==> config.mk <==
export PLATFORM = sky130hd
export DESIGN_NAME = tube_event_builder
export DESIGN_NICKNAME = d
export VERILOG_FILES = /design/src/rtl/tube_pkg.sv /design/src/rtl/tube_event_builder_edge_sync.sv /design/src/rtl/tube_event_builder.sv
export SDC_FILE = /design/constraint.sdc
export NUM_CORES = 1
export LEC_CHECK = 0
export ABC_AREA = 0
export CORE_MARGIN = 2
export CORE_UTILIZATION = 50
export CTS_BUF_LIST = sky130_fd_sc_hd__clkbuf_4 sky130_fd_sc_hd__clkbuf_8
export DETAILED_ROUTE_END_ITERATION = 8
export PLACE_DENSITY = 0.71
export SLEW_MARGIN = 20
export SYNTH_ARGS = -nofsm -noshare
export SYNTH_HDL_FRONTEND = slang
export SYNTH_SLANG_ARGS = --single-unit
==> constraint.sdc <==
create_clock -name clk100 -period 2.3 [get_ports clk100]
set_input_delay 0.345 -clock clk100 [delete_from_list [all_inputs] [get_ports clk100]]
set_output_delay 0.345 -clock clk100 [all_outputs]
set_load 0.03 [all_outputs]
==> src/rtl/tube_pkg.sv <==
// Shared types and constants for the drift-tube event builder.
package tube_pkg;

    localparam int DEF_N_CH        = 32;
    localparam int DEF_TS_W        = 8;
    localparam int DEF_WINDOW      = 200;
    localparam int DEF_SYNC_STAGES = 2;

    // Layout of a hit word: channel index in the upper byte, time in the lower byte.
    localparam int CH_MSB = 15;
    localparam int CH_LSB = 8;
    localparam int TS_MSB = 7;

    typedef enum logic [2:0] {
        IDLE      = 3'd0,
        ARMED     = 3'd1,
        DRAIN_HDR = 3'd2,
        DRAIN_HIT = 3'd3,
        DRAIN_TRL = 3'd4
    } state_e;

    // Increment that sticks at all-ones instead of wrapping.
    function automatic logic [15:0] sat_inc16(input logic [15:0] v);
        return (v == 16'hFFFF) ? v : (v + 16'd1);
    endfunction

endpackage

==> src/rtl/tube_event_builder_edge_sync.sv <==
// Multi-flop synchroniser for asynchronous inputs with a one-cycle rising-edge pulse.
module edge_sync
    import tube_pkg::*;
#(
    parameter int WIDTH  = 1,
    parameter int STAGES = DEF_SYNC_STAGES
) (
    input  logic             clk,
    input  logic             rst_n,
    input  logic [WIDTH-1:0] async_i,
    output logic [WIDTH-1:0] rise_o
);

    logic [STAGES-1:0][WIDTH-1:0] chain_q;
    logic [STAGES-1:0][WIDTH-1:0] chain_d;
    logic [WIDTH-1:0]             prev_q;
    logic [WIDTH-1:0]             prev_d;

    // Shift the raw input down the chain; remember the last synchronised sample.
    always_comb begin
        chain_d[0] = async_i;
        for (int s = 1; s < STAGES; s++) begin
            chain_d[s] = chain_q[s-1];
        end
        prev_d = chain_q[STAGES-1];
    end

    // Synchroniser and history flops.
    always_ff @(posedge clk or negedge rst_n) begin
        if (!rst_n) begin
            chain_q <= '0;
            prev_q  <= '0;
        end else begin
            chain_q <= chain_d;
            prev_q  <= prev_d;
        end
    end

    assign rise_o = chain_q[STAGES-1] & ~prev_q;

endmodule

==> src/rtl/tube_event_builder.sv <==
// Drift-tube event builder: records first-hit times per channel after a
// scintillator trigger and streams header / hit words / trailer downstream.
module tube_event_builder
    import tube_pkg::*;
#(
    parameter int N_CH        = DEF_N_CH,
    parameter int TS_W        = DEF_TS_W,
    parameter int WINDOW      = DEF_WINDOW,
    parameter int SYNC_STAGES = DEF_SYNC_STAGES
) (
    input  logic            clk100,
    input  logic            rst_n,
    input  logic            scin_coin,
    input  logic [N_CH-1:0] tube_hit,
    output logic [15:0]     out_data,
    output logic            out_sof,
    output logic            out_eof,
    output logic            out_valid,
    input  logic            out_ready,
    output logic            busy,
    output logic [15:0]     missed_trig
);

    localparam int                IDX_W    = (N_CH > 1) ? $clog2(N_CH) : 1;
    localparam logic [TS_W-1:0]   TS_LAST  = TS_W'(WINDOW - 1);
    localparam logic [IDX_W-1:0]  IDX_LAST = IDX_W'(N_CH - 1);

    if ((TS_W > 8) || (TS_W < 1)) begin : g_bad_ts_w
        $error("tube_event_builder: TS_W must be in 1..8");
    end
    if ((N_CH > 256) || (N_CH < 1)) begin : g_bad_n_ch
        $error("tube_event_builder: N_CH must be in 1..256");
    end
    if ((WINDOW > (1 << TS_W)) || (WINDOW < 2)) begin : g_bad_window
        $error("tube_event_builder: WINDOW must be in 2..2**TS_W");
    end
    if (SYNC_STAGES < 2) begin : g_bad_sync
        $error("tube_event_builder: SYNC_STAGES must be at least 2");
    end

    logic                       trig_p;
    logic [N_CH-1:0]            tube_p;

    state_e                     state_q,     state_d;
    logic [TS_W-1:0]            ts_q,        ts_d;
    logic [N_CH-1:0]            hit_q,       hit_d;
    logic [N_CH-1:0][TS_W-1:0]  hit_ts_q,    hit_ts_d;
    logic [IDX_W-1:0]           scan_q,      scan_d;
    logic [15:0]                hit_cnt_q,   hit_cnt_d;
    logic [15:0]                evt_q,       evt_d;
    logic [15:0]                missed_q,    missed_d;
    logic [15:0]                out_data_q,  out_data_d;
    logic                       out_sof_q,   out_sof_d;
    logic                       out_eof_q,   out_eof_d;
    logic                       out_valid_q, out_valid_d;
    logic                       busy_q,      busy_d;

    logic                       xfer_s;
    logic                       slot_free_s;
    logic [15:0]                hit_word_s;

    edge_sync #(.WIDTH(1), .STAGES(SYNC_STAGES)) u_trig_sync (
        .clk     (clk100),
        .rst_n   (rst_n),
        .async_i (scin_coin),
        .rise_o  (trig_p)
    );

    edge_sync #(.WIDTH(N_CH), .STAGES(SYNC_STAGES)) u_tube_sync (
        .clk     (clk100),
        .rst_n   (rst_n),
        .async_i (tube_hit),
        .rise_o  (tube_p)
    );

    // Output slot handshake: a word leaves on valid&ready; the slot can be
    // refilled in the same cycle it empties.
    always_comb begin
        xfer_s      = out_valid_q & out_ready;
        slot_free_s = ~out_valid_q | out_ready;
    end

    // Format the hit word for the channel currently under the scan pointer.
    always_comb begin
        hit_word_s                 = 16'd0;
        hit_word_s[CH_MSB:CH_LSB]  = 8'(scan_q);
        hit_word_s[TS_MSB:0]       = 8'(hit_ts_q[scan_q]);
    end

    // Count triggers that arrive while an event is still being captured or drained.
    always_comb begin
        if (trig_p && (state_q != IDLE)) begin
            missed_d = sat_inc16(missed_q);
        end else begin
            missed_d = missed_q;
        end
    end

    // Event FSM: capture, then header / hit words / trailer emission.
    always_comb begin
        state_d     = state_q;
        ts_d        = ts_q;
        hit_d       = hit_q;
        hit_ts_d    = hit_ts_q;
        scan_d      = scan_q;
        hit_cnt_d   = hit_cnt_q;
        evt_d       = evt_q;
        out_data_d  = out_data_q;
        busy_d      = busy_q;
        if (xfer_s) begin
            out_valid_d = 1'b0;
            out_sof_d   = 1'b0;
            out_eof_d   = 1'b0;
        end else begin
            out_valid_d = out_valid_q;
            out_sof_d   = out_sof_q;
            out_eof_d   = out_eof_q;
        end

        case (state_q)
            IDLE: begin
                if (trig_p) begin
                    // The trigger cycle itself is timestamp 0, so hits seen now
                    // are stored as 0 and the first ARMED cycle is timestamp 1.
                    state_d  = ARMED;
                    ts_d     = TS_W'(1'b1);
                    hit_d    = tube_p;
                    hit_ts_d = '0;
                    busy_d   = 1'b1;
                end else begin
                    state_d  = IDLE;
                end
            end

            ARMED: begin
                ts_d = ts_q + TS_W'(1'b1);
                for (int i = 0; i < N_CH; i++) begin
                    if (tube_p[i] && !hit_q[i]) begin
                        hit_d[i]    = 1'b1;
                        hit_ts_d[i] = ts_q;
                    end else begin
                        hit_d[i]    = hit_q[i];
                    end
                end
                if (ts_q == TS_LAST) begin
                    state_d = DRAIN_HDR;
                end else begin
                    state_d = ARMED;
                end
            end

            DRAIN_HDR: begin
                if (slot_free_s) begin
                    out_data_d  = evt_q;
                    out_sof_d   = 1'b1;
                    out_eof_d   = 1'b0;
                    out_valid_d = 1'b1;
                    scan_d      = '0;
                    hit_cnt_d   = 16'd0;
                    state_d     = DRAIN_HIT;
                end else begin
                    state_d     = DRAIN_HDR;
                end
            end

            DRAIN_HIT: begin
                if (slot_free_s) begin
                    if (hit_q[scan_q]) begin
                        out_data_d  = hit_word_s;
                        out_valid_d = 1'b1;
                        hit_cnt_d   = hit_cnt_q + 16'd1;
                    end else begin
                        out_valid_d = 1'b0;
                    end
                    out_sof_d = 1'b0;
                    out_eof_d = 1'b0;
                    if (scan_q == IDX_LAST) begin
                        state_d = DRAIN_TRL;
                    end else begin
                        scan_d  = scan_q + IDX_W'(1'b1);
                    end
                end else begin
                    state_d = DRAIN_HIT;
                end
            end

            DRAIN_TRL: begin
                if (out_valid_q && out_eof_q) begin
                    // Trailer is on the bus; the event closes when it is taken.
                    if (out_ready) begin
                        evt_d   = evt_q + 16'd1;
                        busy_d  = 1'b0;
                        state_d = IDLE;
                    end else begin
                        state_d = DRAIN_TRL;
                    end
                end else if (slot_free_s) begin
                    out_data_d  = hit_cnt_q;
                    out_sof_d   = 1'b0;
                    out_eof_d   = 1'b1;
                    out_valid_d = 1'b1;
                end else begin
                    state_d = DRAIN_TRL;
                end
            end

            default: begin
                state_d     = IDLE;
                busy_d      = 1'b0;
                out_valid_d = 1'b0;
                out_sof_d   = 1'b0;
                out_eof_d   = 1'b0;
            end
        endcase
    end

    // State, capture memory and registered stream outputs.
    always_ff @(posedge clk100 or negedge rst_n) begin
        if (!rst_n) begin
            state_q     <= IDLE;
            ts_q        <= '0;
            hit_q       <= '0;
            hit_ts_q    <= '0;
            scan_q      <= '0;
            hit_cnt_q   <= 16'd0;
            evt_q       <= 16'd0;
            missed_q    <= 16'd0;
            out_data_q  <= 16'd0;
            out_sof_q   <= 1'b0;
            out_eof_q   <= 1'b0;
            out_valid_q <= 1'b0;
            busy_q      <= 1'b0;
        end else begin
            state_q     <= state_d;
            ts_q        <= ts_d;
            hit_q       <= hit_d;
            hit_ts_q    <= hit_ts_d;
            scan_q      <= scan_d;
            hit_cnt_q   <= hit_cnt_d;
            evt_q       <= evt_d;
            missed_q    <= missed_d;
            out_data_q  <= out_data_d;
            out_sof_q   <= out_sof_d;
            out_eof_q   <= out_eof_d;
            out_valid_q <= out_valid_d;
            busy_q      <= busy_d;
        end
    end

    assign out_data    = out_data_q;
    assign out_sof     = out_sof_q;
    assign out_eof     = out_eof_q;
    assign out_valid   = out_valid_q;
    assign busy        = busy_q;
    assign missed_trig = missed_q;

endmodule

==> summary.md, run 1 <==
| Metric | Value |
|---|---|
| Net Switching | `8.90 mW` |
| Vias/cell | `between 5 and 6` |
| Synth Instances | `between 1500 and 2000` |
| CP Max Fanout | `7` |
| Sequential power share | `0.389` |
| Post-Route WL | `about 47000 um` |
| TritonCTS clock tree | `done` |
| Post-synthesis cell area | `slightly below 20000 um2` |
| Kind of critical path | `flip-flop to flip-flop` |
| Mapped Nets | `between 1500 and 2000` |
| Sink Count | `471` |
| Compound-cell area share of the yosys netlist | `0.128` |
| Num ports | `72` |
| Fraction of registers with async set/reset | `1.00` |
| Largest area contributor in the netlist | `dfrtp_1` |
| DR iter-0 viols | `between 1000 and 1500` |
| Largest net degree at the start of global routing | `80` |
| Comb pwr share | `0.330` |
| Slew @ Worst Pin | `0.768 ns` |
| GR Layer Usage met3 | `0.0580` |
| Root buffer cell | `clkbuf_8` |
| Share of the synthesized area in the top cell type | `0.600` |
| Worst vdd ir | `0.669 mV` |
| Clk_skew | `~0.05 ns` |
| Longest Clk Path Bufs | `3` |
| CP required | `around 2.8 ns` |
| RSZ-0062 raised after global routing | `yes` |
| Die height | `around 200 um` |
| Seq/Total Area, Yosys | `0.600` |
| Max_cap viols | `0` |
| Netlist cell types | `between 60 and 70` |
| Slew Limit Headroom | `0.488` |
| CTS H-tree lvls | `3` |
| Share of cells above drive strength 1 | `0.200` |
| Pint | `roughly 18 mW` |
| Area growth syn-to-layout | `19.9%` |
| Total die area | `just over 40000 um2` |
| Most frequent CP cell | `buf_6` |
| WHS Path Cells | `1` |
| Drt wl/cell | `19.2 um` |
| Vias in the first global route | `between 10000 and 15000` |
| Minimum clock period | `between 2 and 3 ns` |
| P_leak | `slightly above 10 nW` |
| Core ar. | `about 39000 um2` |
| Mux share of post-synthesis cell area | `0.106` |
| Buf+Inv Stages, Crit Path | `3` |
| Num rows | `between 70 and 80` |
| Total congestion overflow | `0` |
| Grt met2 use | `0.370` |
| Power Density | `1120 nW/um2` |
| GR peak layer | `met2` |
| Drc violations | `0` |
| Final setup vio count | `34` |
| Final setup TNS | `-8.98 ns` |
| Detail Route Antenna Nets | `0` |
| F_max | `roughly 380 MHz` |
| Clock power share | `0.281` |
| Period utilization | `1.16` |
| Post-synthesis register bit count | `roughly 470` |
| Layout Utilization | `0.607` |
| Max incr delay on CP | `roughly 0.52 ns` |
| Worst reg2reg path depth | `9` |
| Sw Share | `0.337` |
| Hold WS | `0.153 ns` |
| Synth Area in Simple Gates | `0.121` |
| Multi-input gate area | `roughly 7500 um2` |
| Synth Warn # | `0` |
| Half-perimeter wire length after placement | `approximately 30000 um` |
| Reg area | `11800 um2` |
| Met1 Resource Use GR | `0.328` |
| CP Capture Type | `flip-flop` |
| Initial antenna violation count | `0` |
| Commonest non-fill, non-tap cells in the layout | `469 x dfrtp_1, 369 x nand2_1, 308 x o21ai_0, 94 x clkbuf_8, 90 x buf_4` |
| Data arrival time of the worst path | `approximately 3.2 ns` |
| Die W | `around 200 um` |
| Slew Viols, Final | `0` |
| Final Power | `26.5 mW` |
| Syn_area_per_cell | `between 10 and 15 um2` |
| Startpoint class of the critical path | `flip-flop` |
| Nets | `around 1900` |
| Post-synth EDFFs | `0` |
| Leading post-synthesis cells by cell area | `dfrtp_1 60%, mux4_2 8.4%, o21ai_0 8.0%` |
| Failing checks | `setup timing` |
| GRT Resource Usage Total | `0.239` |
| Post-place setup slack | `-0.380 ns` |
| Post-Synth XOR/XNOR Area | `0.0129` |
| Setup ws final | `-0.362 ns` |
| First-pass detailed-route iteration total | `6` |
| Via Count | `13860` |
| Crit path max-delay family | `simple AND/OR/NAND/NOR gates` |
| Hold Violations, Final | `0` |
| Status | `finished, violations left` |
| First-pass GRT wire length | `between 70000 and 80000 um` |
| Levels on crit path | `9` |
| Filler instances | `3046` |
| N_diodes | `0` |
| Cells along the critical path | `buf_6 > mux4_2 > a2bb2oi_2 > a211oi_4 > buf_6 > buf_8 > or4_4 > or4_1 > o211ai_1` |
| Critical-path top delay cell | `dfrtp_4` |
| Number of port buffers | `approximately 70` |
| CTS Buf Count | `76` |
| Clock Pin Slew Worst Setup and Hold Paths | `0.07 ns` |
| Largest family of logic cells by synthesized area | `compound AO/OA/AOI/OAI gates` |
| Top_reg_cell synth | `dfrtp_1` |
| Adder-cell share of the synthesized area | `0.00382` |
| Commonest non-fill, non-tap cell in the layout | `dfrtp_1` |
| Placer congestion estimate | `0.848` |
| Clk_lat worst skew | `~0.65 ns` |
| Initial Util | `0.507` |
| Worst Hold Class | `input pin to flip-flop` |
## cells in the mapped netlist, types with 4 or more instances
library cell and count:
a221o_1 4, and3_1 11, mux4_2 73, dfrtp_1 471
buf_2 13, mux2_2 17, nand2b_1 34, a22o_1 9
o21ai_0 315, a22oi_1 11, o211ai_1 9, buf_1 7
o31a_1 32, and4_1 4, nand4_1 15, clkbuf_1 90
a31oi_1 6, nand3_1 34, ha_1 6, a21oi_1 19
nand2_1 370, and2_1 4, xor2_1 7, mux2i_1 19
nor2_1 29, nor3_1 14, xnor2_1 22, nor2b_1 5
inv_1 11
## per-layer routing
layer / vias up / wire [um] / share of wire
met5: - / 0 / 0
met4: 0 / 1750 / 0.037
met3: 119 / 3150 / 0.067
met2: 465 / 21700 / 0.46
met1: 6885 / 20400 / 0.43
li1: 6391 / - / -
## path summary, 6_finish.rpt
| path | start | end | slack (ns) |
|---|---|---|---|
| worst min register to register | u_tube_sync.chain_d[46]$_DFF_PN0_ | u_tube_sync.prev_d[14]$_DFF_PN0_ | 0.34 |
| worst max register to register | scan_q[0]$_DFFE_PN0P_ | hit_cnt_q[12]$_DFFE_PN0P_ | -0.36 |
| worst max-delay path | scan_q[0]$_DFFE_PN0P_ | hit_cnt_q[12]$_DFFE_PN0P_ | -0.36 |
| min in group asynchronous | rst_n | ts_q[5]$_DFFE_PN0P_ | 0.25 |
| max in group asynchronous | rst_n | out_data[11]$_DFFE_PN0P_ | 1.29 |
| worst min-delay path | tube_hit[23] | u_tube_sync.chain_d[55]$_DFF_PN0_ | 0.15 |
## cell type report
type	count	area share
multi-input combinational	1119	0.320
tap	518	0.0276
clock inverter	10	0.00372
timing repair buffer	191	0.0810
inverter	13	0.00207
clock buffer	122	0.0639
sequential	471	0.501
## worst register-to-register path: cells and delay by family, from the launching register on
| kind | cells | cell delay [ns] |
|---|---|---|
| flops | 1 | 0.52 |
| mux | 1 | 0.34 |
| compound gates | 3 | 0.36 |
| simple gates | 2 | 0.91 |
| buf+inv | 3 | 0.41 |
## sequential cells by signal (all words and copies together), names as in the netlist, 3 cells and up
signal / cells
u_tube_sync.prev_d: 32
hit_q: 32
u_tube_sync.prev_q: 32
u_tube_sync.chain_d: 32
ts_q: 8
missed_trig: 16
state_q: 3
hit_ts_q: 256
scan_q: 5
evt_q: 16
out_data: 16
hit_cnt_q: 16
## repair_timing
action                     4_1_cts  5_1_grt
setup endpoints to repair       34      230
hold buffers                     1        0
gates cloned                     1        1
pin swaps                       17       11
setup buffers                   12        6
hold endpoints to repair        37        0
gates resized for setup         45       17
## power by group through the flow
stage	Clock, mW	Sequential [mW]	Combinational, mW
after CTS	7.60	10.3	8.30
after global routing	7.99	10.4	9.37
after floorplan	0	10.4	4.50
after global placement	0	10.4	7.31
final	7.43	10.3	8.74
after detailed placement	0	10.4	7.48
## through the flow
| step | instances | cell area (um2) |
|---|---|---|
| after global placement | 2294 | 21500 |
| after floorplan | 1719 | 19700 |
| after CTS | 2440 | 23400 |
| after global routing | 2444 | 23500 |
| final | 2444 | 23500 |
| after detailed placement | 2294 | 21500 |
## cells by family after synthesis
family          Yosys count
compound gates          430
simple gates            542
mux                     112
xor+xnor                 29
fa+ha+maj                 6
flops                   471
buf+inv                 129
(Power assumes the default switching activity.)
==> inputs of run 2 (changes only) <==
--- a/config.mk
+++ b/config.mk
@@ -10,6 +10,7 @@
 export CORE_UTILIZATION = 50
 export CTS_BUF_LIST = sky130_fd_sc_hd__clkbuf_4 sky130_fd_sc_hd__clkbuf_8
 export DETAILED_ROUTE_END_ITERATION = 8
+export HOLD_SLACK_MARGIN = 0.15
 export PLACE_DENSITY = 0.71
 export SLEW_MARGIN = 20
 export SYNTH_ARGS = -nofsm -noshare
==> run 2 against run 1 <==
Net effect: the run still ends with setup timing left; register-to-register slack hardly changed; sequential share of layout area fell by 0.67 points; hold slack gained 0.044 ns; die area is the same; first-iteration DRC count fell by 3.7%; sequential cell count unchanged; worst setup slack barely moved; critical path type unchanged.
==> summary.md, run 2 (same netlist as run 1, synthesis figures left out) <==
| Metric | Value |
|---|---|
| Half-perimeter wire length after placement | `30500 um (unchanged)` |
| Status | `finished, violations left` |
| CP Max Fanout | `7 (unchanged)` |
| CTS Buf Count | `76 (unchanged)` |
| TritonCTS clock tree | `done` |
| CP Capture Type | `flip-flop` |
| Nets | `1946 (+1.7%)` |
| Slew Viols, Final | `0 (unchanged)` |
| RSZ-0062 raised after global routing | `yes` |
| Commonest non-fill, non-tap cell in the layout | `dfrtp_1` |
| Detail Route Antenna Nets | `0 (unchanged)` |
| Critical R2R Launch | `scan_q[0]$_DFFE_PN0P_` |
| Num ports | `72 (unchanged)` |
| Failing checks | `setup timing` |
| First-pass detailed-route iteration total | `9 (+3)` |
| Worst Hold Class | `input pin to flip-flop` |
| Num rows | `72 (unchanged)` |
| Die W | `202 um (unchanged)` |
| Initial antenna violation count | `0 (unchanged)` |
| Period utilization | `1.16 (about the same)` |
| Sink Count | `471 (unchanged)` |
| Vias/cell | `5.65 (-0.33%)` |
| N_diodes | `0 (unchanged)` |
| Startpoint class of the critical path | `flip-flop` |
| Most frequent CP cell | `buf_6` |
| Share of cells above drive strength 1 | `0.197 (-0.00327)` |
| First-pass GRT wire length | `77200 um (+0.38%)` |
| Layout Cells excl Fill | `2476 (+1.3%)` |
| Max_cap viols | `0 (unchanged)` |
| Total die area | `40900 um2 (unchanged)` |
| Slew @ Worst Pin | `0.763 ns (-0.00555 ns)` |
| Number of port buffers | `71 (unchanged)` |
| Commonest non-fill, non-tap cells in the layout | `469 x dfrtp_1, 369 x nand2_1, 308 x o21ai_0, 94 x clkbuf_8, 90 x buf_4` |
| Drt wl/cell | `19.1 um (-0.84%)` |
| Data arrival time of the worst path | `3.19 ns (about the same)` |
| Slew Limit Headroom | `0.492 (+0.00370)` |
| Kind of critical path | `flip-flop to flip-flop` |
| Buf+Inv Stages, Crit Path | `3 (unchanged)` |
| CTS H-tree lvls | `3 (unchanged)` |
| Core ar. | `38700 um2 (unchanged)` |
| Clock Pin Slew Worst Setup and Hold Paths | `0.07 ns (about the same)` |
| Clk_skew | `0.0462 ns (-0.00265 ns)` |
| Worst setup path start | `scan_q[0]$_DFFE_PN0P_` |
| Hold Violations, Final | `0 (unchanged)` |
| DR iter-0 viols | `1038 (-3.7%)` |
| Design area | `23800 um2 (+1.4%)` |
| Area growth syn-to-layout | `21.5%` |
| Total congestion overflow | `0 (unchanged)` |
| CP required | `2.82 ns (about the same)` |
| Power Density | `1110 nW/um2 (-1.2%)` |
| P_leak | `10.4 nW (+1.3%)` |
| Vias in the first global route | `14400 (+0.69%)` |
| Via Count | `13995 (+0.97%)` |
| Post-Route WL | `47200 um (+0.45%)` |
| Minimum clock period | `2.66 ns (-0.000190 ns)` |
| Worst vdd ir | `0.671 mV (+0.22%)` |
| Max FFs per register | `256 (unchanged)` |
| Layout Utilization | `0.616 (+0.00827)` |
| Placer congestion estimate | `0.848 (unchanged)` |
| Initial Util | `0.507 (unchanged)` |
| Max incr delay on CP | `0.52 ns (about the same)` |
| Root buffer cell | `clkbuf_8` |
| Largest net degree at the start of global routing | `80 (unchanged)` |
| Crit path max-delay family | `simple AND/OR/NAND/NOR gates` |
| GRT Resource Usage Total | `0.240 (+0.000812)` |
| Final setup vio count | `34 (unchanged)` |
| Setup ws final | `-0.362 ns (+0.000190 ns)` |
| Drc violations | `0 (unchanged)` |
| Filler instances | `3008 (-1.2%)` |
| DP Area | `21500 um2 (unchanged)` |
| Hold_sp | `scin_coin` |
| Die height | `202 um (unchanged)` |
| Largest register by flop count | `hit_ts_q` |
| Cells along the critical path | `buf_6 > mux4_2 > a2bb2oi_2 > a211oi_4 > buf_6 > buf_8 > or4_4 > or4_1 > o211ai_1` |
| Final setup TNS | `-8.93 ns (+0.0533 ns)` |
| F_max | `376 MHz (about the same)` |
| Inst Count DP | `2294 (unchanged)` |
| Longest Clk Path Bufs | `3 (unchanged)` |
| Clk_lat worst skew | `0.65 ns (about the same)` |
| Critical-path top delay cell | `dfrtp_4` |
## run 2: timing repair
item / in CTS / in global routing
cloned: 1 / 1
buffers inserted: 12 / 6
endpoints found under the hold margin: 503 / 0
setup endpoints to repair: 34 / 230
hold buffers: 33 / 0
pin swaps: 17 / 11
gates resized for setup: 45 / 17
## run 2: worst reg2reg max path: cells and delay by family, from the launching register on
| family | cells | cell delay, ns |
|---|---|---|
| compound gates | 3 | 0.36 |
| buf+inv | 3 | 0.41 |
| flops | 1 | 0.52 |
| mux | 1 | 0.34 |
| simple gates | 2 | 0.91 |
## run 2: cell type report
cell class,instances,area (um2),area share
clock buffers,122,1500,0.0631
clock inverters,10,87.6,0.00367
inverters,13,48.8,0.00205
multi-input cells,1119,7540,0.316
flip-flops and latches,471,11800,0.495
well taps,518,648,0.0272
repair buffers,223,2230,0.0934
## run 2: per-layer routing
| metal | track usage | up-vias | share of wire |
|---|---|---|---|
| met1 | 0.327 | 6935 | 0.43 |
| met5 | 0 | - | 0 |
| met2 | 0.373 | 487 | 0.46 |
| met3 | 0.0579 | 115 | 0.070 |
| met4 | 0.0978 | 0 | 0.037 |
| li1 | - | 6458 | - |
## run 2: worst paths after layout
| kind | to | slack [ns] | cells after the start |
|---|---|---|---|
| max | hit_cnt_q[12]$_DFFE_PN0P_ | -0.36 | 9 |
| max reg2reg | hit_cnt_q[12]$_DFFE_PN0P_ | -0.36 | 9 |
| min in group asynchronous | ts_q[5]$_DFFE_PN0P_ | 0.25 | 2 |
| min reg2reg | u_tube_sync.prev_d[14]$_DFF_PN0_ | 0.34 | 0 |
| max in group asynchronous | evt_q[9]$_DFFE_PN0P_ | 1.30 | 3 |
| min | u_trig_sync.chain_d[1]$_DFF_PN0_ | 0.20 | 1 |
## run 2: metrics by stage
| step | setup slack [ns] | hold WS [ns] | power [mW] |
|---|---|---|---|
| floorplan | -0.0828 | 0.0494 | 14.9 |
| global placement | -0.377 | 0.292 | 17.7 |
| detailed placement | -0.380 | 0.288 | 17.9 |
| CTS | -0.360 | 0.170 | 26.2 |
| global route | -0.424 | 0.181 | 27.8 |
| finish | -0.362 | 0.198 | 26.5 |
## run 2: report_power, final
part | total, mW | internal [mW] | switching [mW] | leakage (nW)
Combinational | 8.79 | 4.04 | 4.75 | 3.41
Clock | 7.43 | 4.15 | 3.28 | 0.845
Sequential | 10.3 | 9.39 | 0.894 | 6.17
